`config.mk`:
```
export PLATFORM = sky130hd
export DESIGN_NAME = a_rx_frame_rs232
export DESIGN_NICKNAME = d
export VERILOG_FILES = /design/src/rtl/a_rx_frame_rs232_pkg.sv /design/src/rtl/a_rx_frame_rs232_sync2.sv /design/src/rtl/a_rx_frame_rs232.sv
export SDC_FILE = /design/constraint.sdc
export NUM_CORES = 1
export LEC_CHECK = 0
export CAP_MARGIN = 20
export CORE_UTILIZATION = 40
export DETAILED_ROUTE_END_ITERATION = 10
export GPL_ROUTABILITY_DRIVEN = 0
export PLACE_DENSITY_LB_ADDON = 0.12
export SYNTH_ARGS = -nofsm -noshare
export SYNTH_HDL_FRONTEND = slang
export SYNTH_SLANG_ARGS = --single-unit
```
`constraint.sdc`:
```
create_clock -name clk_ref -period 2.4 [get_ports clk_ref]
set_input_delay 0.48 -clock clk_ref [delete_from_list [all_inputs] [get_ports clk_ref]]
set_output_delay 0.48 -clock clk_ref [all_outputs]
set_load 0.005 [all_outputs]
```
`src/rtl/a_rx_frame_rs232_pkg.sv`:
```
// Shared constants and FSM encoding for the RS232 frame receiver.
package a_rx_frame_rs232_pkg;

  // Receiver FSM state, 2-bit encoding.
  typedef enum logic [1:0] {
    ST_IDLE  = 2'd0,
    ST_START = 2'd1,
    ST_DATA  = 2'd2,
    ST_STOP  = 2'd3
  } state_e;

  // 100 MHz reference clock / 115200 baud.
  localparam int CLK_PER_BIT_DEFAULT = 868;

  // Character width in bits.
  localparam int DATA_W = 8;

endpackage

```
`src/rtl/a_rx_frame_rs232_sync2.sv`:
```
// Two-flop synchronizer for the asynchronous serial line.
module a_sync2_rs232 #(
  parameter logic RST_VAL = 1'b1
) (
  input  logic clk_i,
  input  logic rst_ni,
  input  logic d_i,
  output logic q_o
);

  logic meta_q;
  logic sync_q;

  // Two back-to-back flops; both reset to the line's idle level.
  always_ff @(posedge clk_i or negedge rst_ni) begin
    if (!rst_ni) begin
      meta_q <= RST_VAL;
      sync_q <= RST_VAL;
    end else begin
      meta_q <= d_i;
      sync_q <= meta_q;
    end
  end

  assign q_o = sync_q;

endmodule

```
`src/rtl/a_rx_frame_rs232.sv`:
```
// RS232 character receiver: start/8 data (LSB first)/stop, with abort
// from an external watchdog. All outputs are registered.
//
// Pulse outputs (rx_done, data_valid, frame_err, abort) are single-cycle
// strobes with no back-pressure: the consumer must take them in the cycle
// they are high. data is qualified by data_valid and held until the next
// good character.
module a_rx_frame_rs232
  import a_rx_frame_rs232_pkg::*;
#(
  parameter int CLK_PER_BIT = CLK_PER_BIT_DEFAULT
) (
  input  logic              clk_ref,
  input  logic              rst_n,
  input  logic              rx,
  input  logic              timeout_err,
  output logic              rx_busy,
  output logic              rx_done,
  output logic [DATA_W-1:0] data,
  output logic              data_valid,
  output logic              frame_err,
  output logic              abort,
  output state_e            dbg_state_o
);

  localparam int CNT_W = $clog2(CLK_PER_BIT);
  localparam logic [CNT_W-1:0] CNT_HALF = CNT_W'(CLK_PER_BIT / 2 - 1);
  localparam logic [CNT_W-1:0] CNT_FULL = CNT_W'(CLK_PER_BIT - 1);
  localparam logic [2:0]       IDX_LAST = 3'(DATA_W - 1);

  state_e            state_q, state_d;
  logic [CNT_W-1:0]  cnt_q, cnt_d;
  logic [2:0]        idx_q, idx_d;
  logic [DATA_W-1:0] shift_q, shift_d;
  logic [DATA_W-1:0] data_q, data_d;
  logic              busy_q, busy_d;
  logic              done_q, done_d;
  logic              dv_q, dv_d;
  logic              fe_q, fe_d;
  logic              ab_q, ab_d;
  logic              rx_s;
  logic              rx_prev_q;
  logic              rx_fall;

  a_sync2_rs232 #(
    .RST_VAL (1'b1)
  ) u_sync (
    .clk_i  (clk_ref),
    .rst_ni (rst_n),
    .d_i    (rx),
    .q_o    (rx_s)
  );

  // Previous synchronized level, for falling-edge detection.
  always_ff @(posedge clk_ref or negedge rst_n) begin
    if (!rst_n) rx_prev_q <= 1'b1;
    else        rx_prev_q <= rx_s;
  end

  assign rx_fall = rx_prev_q & ~rx_s;

  // Next-state, counters, shift register and output strobes.
  always_comb begin
    state_d = state_q;
    cnt_d   = cnt_q;
    idx_d   = idx_q;
    shift_d = shift_q;
    data_d  = data_q;
    done_d  = 1'b0;
    dv_d    = 1'b0;
    fe_d    = 1'b0;
    ab_d    = 1'b0;

    case (state_q)
      ST_IDLE: begin
        if (rx_fall) begin
          state_d = ST_START;
          cnt_d   = '0;
        end
      end
      ST_START: begin
        if (cnt_q == CNT_HALF) begin
          cnt_d = '0;
          idx_d = '0;
          // Line back high at mid start bit: treat as a glitch.
          state_d = rx_s ? ST_IDLE : ST_DATA;
        end else begin
          cnt_d = cnt_q + 1'b1;
        end
      end
      ST_DATA: begin
        if (cnt_q == CNT_FULL) begin
          cnt_d   = '0;
          shift_d = {rx_s, shift_q[DATA_W-1:1]};
          idx_d   = idx_q + 3'd1;
          if (idx_q == IDX_LAST) state_d = ST_STOP;
        end else begin
          cnt_d = cnt_q + 1'b1;
        end
      end
      ST_STOP: begin
        if (cnt_q == CNT_FULL) begin
          cnt_d   = '0;
          state_d = ST_IDLE;
          done_d  = 1'b1;
          if (rx_s) begin
            dv_d   = 1'b1;
            data_d = shift_q;
          end else begin
            fe_d = 1'b1;
          end
        end else begin
          cnt_d = cnt_q + 1'b1;
        end
      end
      default: begin
        state_d = ST_IDLE;
        cnt_d   = '0;
      end
    endcase

    // Watchdog abort overrides everything, including a coincident stop sample.
    if (timeout_err && (state_q != ST_IDLE)) begin
      state_d = ST_IDLE;
      cnt_d   = '0;
      idx_d   = '0;
      data_d  = data_q;
      done_d  = 1'b0;
      dv_d    = 1'b0;
      fe_d    = 1'b0;
      ab_d    = 1'b1;
    end

    busy_d = (state_d != ST_IDLE);
  end

  // State, datapath and registered outputs.
  always_ff @(posedge clk_ref or negedge rst_n) begin
    if (!rst_n) begin
      state_q <= ST_IDLE;
      cnt_q   <= '0;
      idx_q   <= '0;
      shift_q <= '0;
      data_q  <= '0;
      busy_q  <= 1'b0;
      done_q  <= 1'b0;
      dv_q    <= 1'b0;
      fe_q    <= 1'b0;
      ab_q    <= 1'b0;
    end else begin
      state_q <= state_d;
      cnt_q   <= cnt_d;
      idx_q   <= idx_d;
      shift_q <= shift_d;
      data_q  <= data_d;
      busy_q  <= busy_d;
      done_q  <= done_d;
      dv_q    <= dv_d;
      fe_q    <= fe_d;
      ab_q    <= ab_d;
    end
  end

  assign rx_busy     = busy_q;
  assign rx_done     = done_q;
  assign data        = data_q;
  assign data_valid  = dv_q;
  assign frame_err   = fe_q;
  assign abort       = ab_q;
  assign dbg_state_o = state_q;

endmodule

```
Word level (Yosys, flattened, before mapping)
Index checks and enable logic that the tools add are counted.
- register bits after elaboration: 39
- bits of input ports: 4
- word-level logic and storage cells: 65
- add/sub/neg operators: 2
- equality and inequality tests: 9
- mux-type cells: 29
- bitwise gates (word level): 3
- reduce and logical (&&, ||, !) cells: 9
- operators with widths (operator ; count):
    $mux W10 ; 4
    $pmux W10 S3 ; 1
    $mux W2 ; 7
    $mux W1 ; 12
    $add A10 B1 Y10 const B ; 1
    $eq A10 B10 Y1 const B ; 1
    $eq A10 B9 Y1 const B ; 1
    $mux W3 ; 3
    $ne A3 B3 Y1 const B ; 3
    $pmux W2 S4 ; 1
    $pmux W3 S2 ; 1
    $eq A2 B2 Y1 const B ; 2
    $reduce_and A4 Y1 ; 1
    $reduce_bool A2 Y1 ; 2
    $add A3 B1 Y3 const B ; 1
    $eq A3 B3 Y1 const B ; 1
    $reduce_and A3 Y1 ; 1
    $reduce_bool A3 Y1 ; 1
    $eq A2 B1 Y1 const B ; 1
    $logic_not A2 Y1 ; 1
    $not A1 Y1 ; 2
    $reduce_and A2 Y1 ; 1
    $reduce_or A2 Y1 ; 1
    $and A1 B1 Y1 ; 1
    $logic_and A1 B1 Y1 ; 1

Depth between registers and ports, before layout
- depth after elaboration: 6
- depth in mapped cells: 6
- mapped depth without buffers: 6

By module
A second synthesis with hierarchy kept.
- cells, all modules: 150
- area total of the unflattened synthesis: 1785.5 um^2
- by module, submodules not included (module ; instances ; cells an instance ; area each (um^2)):
    a_rx_frame_rs232 ; 1 ; 148 ; 1732.9
    a_sync2_rs232 ; 1 ; 2 ; 52.6

Worst setup path before layout
No wires, ideal clock.
- kind: flip-flop to flip-flop
- start point: register cnt_q[0]
- end point: register data_q[0], in the netlist data[0]
- library setup time: 0.125 ns
- data arrival time: 1.817 ns
- setup slack: 0.458 ns
- cell stages (with the launch flop): 7
- clock period less this slack: 1.942 ns
- path through: dfrtp_1 -> ha_1 -> and2b_2 -> nand3_4 -> or4_4 -> buf_6 -> mux2_4
- word-level cells in the longest chain between the ends: 2
- ends and longest elaborated chain (element ; RTL line ; RTL):
    start: declaration ; a_rx_frame_rs232.sv:32 ; logic [CNT_W-1:0] cnt_q, cnt_d;
    start signal: assignment ; a_rx_frame_rs232.sv:152 ; cnt_q <= cnt_d;
    $eq A10 B10 Y1 ; a_rx_frame_rs232.sv:102 ; if (cnt_q == CNT_FULL) begin
    $reduce_and A4 Y1 (no line) ; - ;
    end signal: assignment ; a_rx_frame_rs232.sv:155 ; data_q <= data_d;
    end: declaration ; a_rx_frame_rs232.sv:35 ; logic [DATA_W-1:0] data_q, data_d;
Every way passes these cells.
A chain may end at the register's enable or synchronous reset.

Worst setup path in the final report
- start point: register cnt_q[0]
- end point: register data_q[6], in the netlist data[6]
The elaborated chain is that of the path after synthesis.

==> impl_metrics.ini <==
[critical_path]
critPathCaptureType = register
worstPathMaxFanout = 8
cp.arrival_ps = 2260
critical_path_buf_inv_count = 0
critPathKind = reg -> reg
cpPeakStageDelay_ps = 620
worst_setup_path_start_kind = register
critPathSlowestCell = or4_4
path_delay_family = simple AND/OR/NAND/NOR gates
path_cells = ha_1, and2b_2, nand3_4, or4_4, mux2_4
cp.required_ps = 2580

[clock_network]
clock_path_buffers = 2
cts-root-buf = clkbuf_8
clk_latency_ps = 290
post_cts_buffers = 0
cts_sinks = 39
cts-buffers-inserted = 5
cts_tree = done
htree_levels = 2
ctsHoldBuffers = 0
clk_pin_slew_worst_paths_ps = 70
ctsResizeCount = 0

[floorplan]
num_rows = 24
dieArea_um2 = 5010
fp.dieW_um = 70.8
core_um2 = 4440
die_h_um = 70.8
ioPinCount = 19
start_util_pct = 42.5

[layout]
final_layout_size_suffix_gt1_share_pct = 22.8
multi_input_area_um2 = 779
fin_util_pct = 48.4
fillers = 413
antenna_cells = 0
finalNetCount = 178
seqCellArea_um2 = 980
syn2layout_area_growth_pct = 13.8

[sta]
hold_violations = 0
tns_ps = 0
finalMaxSlewViolations = 0
setup_viol = 0
worstMarginPinSlew_ps = 853
finClkSkew_ps = 4.62
period_minus_slack_ps = 2090
max_freq_mhz = 479
rsz0062_at_grt = no
period_share_pct = 86.9
max_slew_margin_pct = 43.1

[global_routing]
antenna_found_initial = 0
use_met2_pct = 23.8
grt_pass1_vias = 1237
grt_usage_pct = 15.4
overflow = 0
grt_pass1_wl_mm = 5.94
top_usage_layer = met2
use_met3_pct = 3.70
grt_start_max_net_pins = 40
gr-usage-met1_pct = 20.8

[flow_run]
cap_violations = 0

[yosys]
synthArstFlopShare_pct = 100
syn_area_um2 = 1890
synth_area_leaders = dfrtp_1, mux2_4, mux2_2
synth_top_area_share_pct = 47.7
synth_top_area_cell = dfrtp_1
synth_cell_types = 44
ys_seq_elements = 39
synth_nets = 154
synth.top_cells.by_count = dfrtp_1, inv_1, mux2_2
synth_edf_count = 0
synth_ff_type = dfrtp_1
synthCells = 146
synth_warnings = 0
yosysMostFrequentCell = dfrtp_1
syn_area_per_cell_um2 = 12.9
yosysSeqAreaShare_pct = 51.8

[pwr]
p_leak_nw = 0.940
ir_drop_uv = 321
p_per_area_nw_per_um2 = 606

[route]
drc = 6
drt-initial-drc-count = 77
routed-via-count = 1197
wl_per_cell_um = 15.4
firstDrtPassIters = 7
postRouteAntennaNets = 0
via_per_inst = 5.37
wirelength_mm = 3.44

[place]
post-dp-hpwl_mm = 2.43
io_buffers = 18

[status]
run_status = complete, but fails checks
violations = DRC

[worst_hold_path]
hp-class = in -> async
final timing paths:
kind	start	to	slack [ps]	cells past startpoint
setup reg to reg	cnt_q[0]	data[6]	310	5
hold reg to reg	u_sync.meta_q	u_sync.q_o	360	0
hold / removal	rst_n	data[4]	290	1
max in group asynchronous	rst_n	abort	1570	1
setup / recovery	cnt_q[0]	data[6]	310	5
min in group clk_ref	u_sync.meta_q	u_sync.q_o	360	0
cells in the final DEF (no fill, tap or decap), drive strengths merged, types with 2 or more instances in the layout:
cell type and instances:
o21ai 2, nand2b 2, xnor2 6, nor3b 2
a21oi 3, clkbuf 6, nand4 3, nor3 6
clkdlybuf4s50 17, mux2 17, buf 5, inv 10
a41oi 2, a22o 2, a2111oi 4, nor2 8
a211oi 5, nand3 3, dfstp 3, nand2 5
or4 2, ha 4, and2 2, dfrtp 36
registers in the layout (all words and copies together) (netlist names), 2 cells and up:
| name | count |
|---|---|
| data | 8 |
| cnt_q | 10 |
| shift_q | 8 |
| idx_q | 3 |
| dbg_state_o | 2 |
power by group:
part	switching (mW)	leakage (nW)	internal, mW
clock network	0.228	0.0412	0.203
registers	0.0311	0.528	0.684
logic	0.0929	0.371	0.0654
logic make-up after synthesis:
| logic type | count (synthesis) | share of synthesized area, % |
|---|---|---|
| AO/OA/AOI/OAI | 27 | 10.9 |
| buffers and inverters | 15 | 6.95 |
| adder cells (fa/ha/maj) | 4 | 2.65 |
| AND/OR/NAND/NOR | 37 | 12.7 |
| flip-flops | 39 | 51.8 |
| XOR/XNOR | 6 | 2.78 |
| multiplexers | 18 | 12.2 |
area by class of cell:
class	instances	area share [%]
clock buffers	6	3.37
well taps	52	3.02
multi-input cells	92	36.2
repair buffers	22	9.53
flip-flops and latches	39	45.5
inverters	10	1.74
clock inverters	2	0.581
routing by layer:
layer  up-vias  routed length [um]
met5         -                   0
met4         0                  55
met3         5                 133
met2        25                1620
met1       585                1630
li1        582                   -
through the flow:
stage	cell area (um^2)	hold WS [ps]	power, mW	setup slack [ps]	cells
2_1_floorplan	1890	184	0.824	458	146
3_3_place_gp	2070	347	0.885	324	215
3_5_place_dp	2070	350	0.889	299	215
4_1_cts	2150	318	1.33	307	223
5_1_grt	2150	355	1.38	225	223
6_report	2150	294	1.30	314	223
Note: power is estimated with default switching activity, not from simulation.
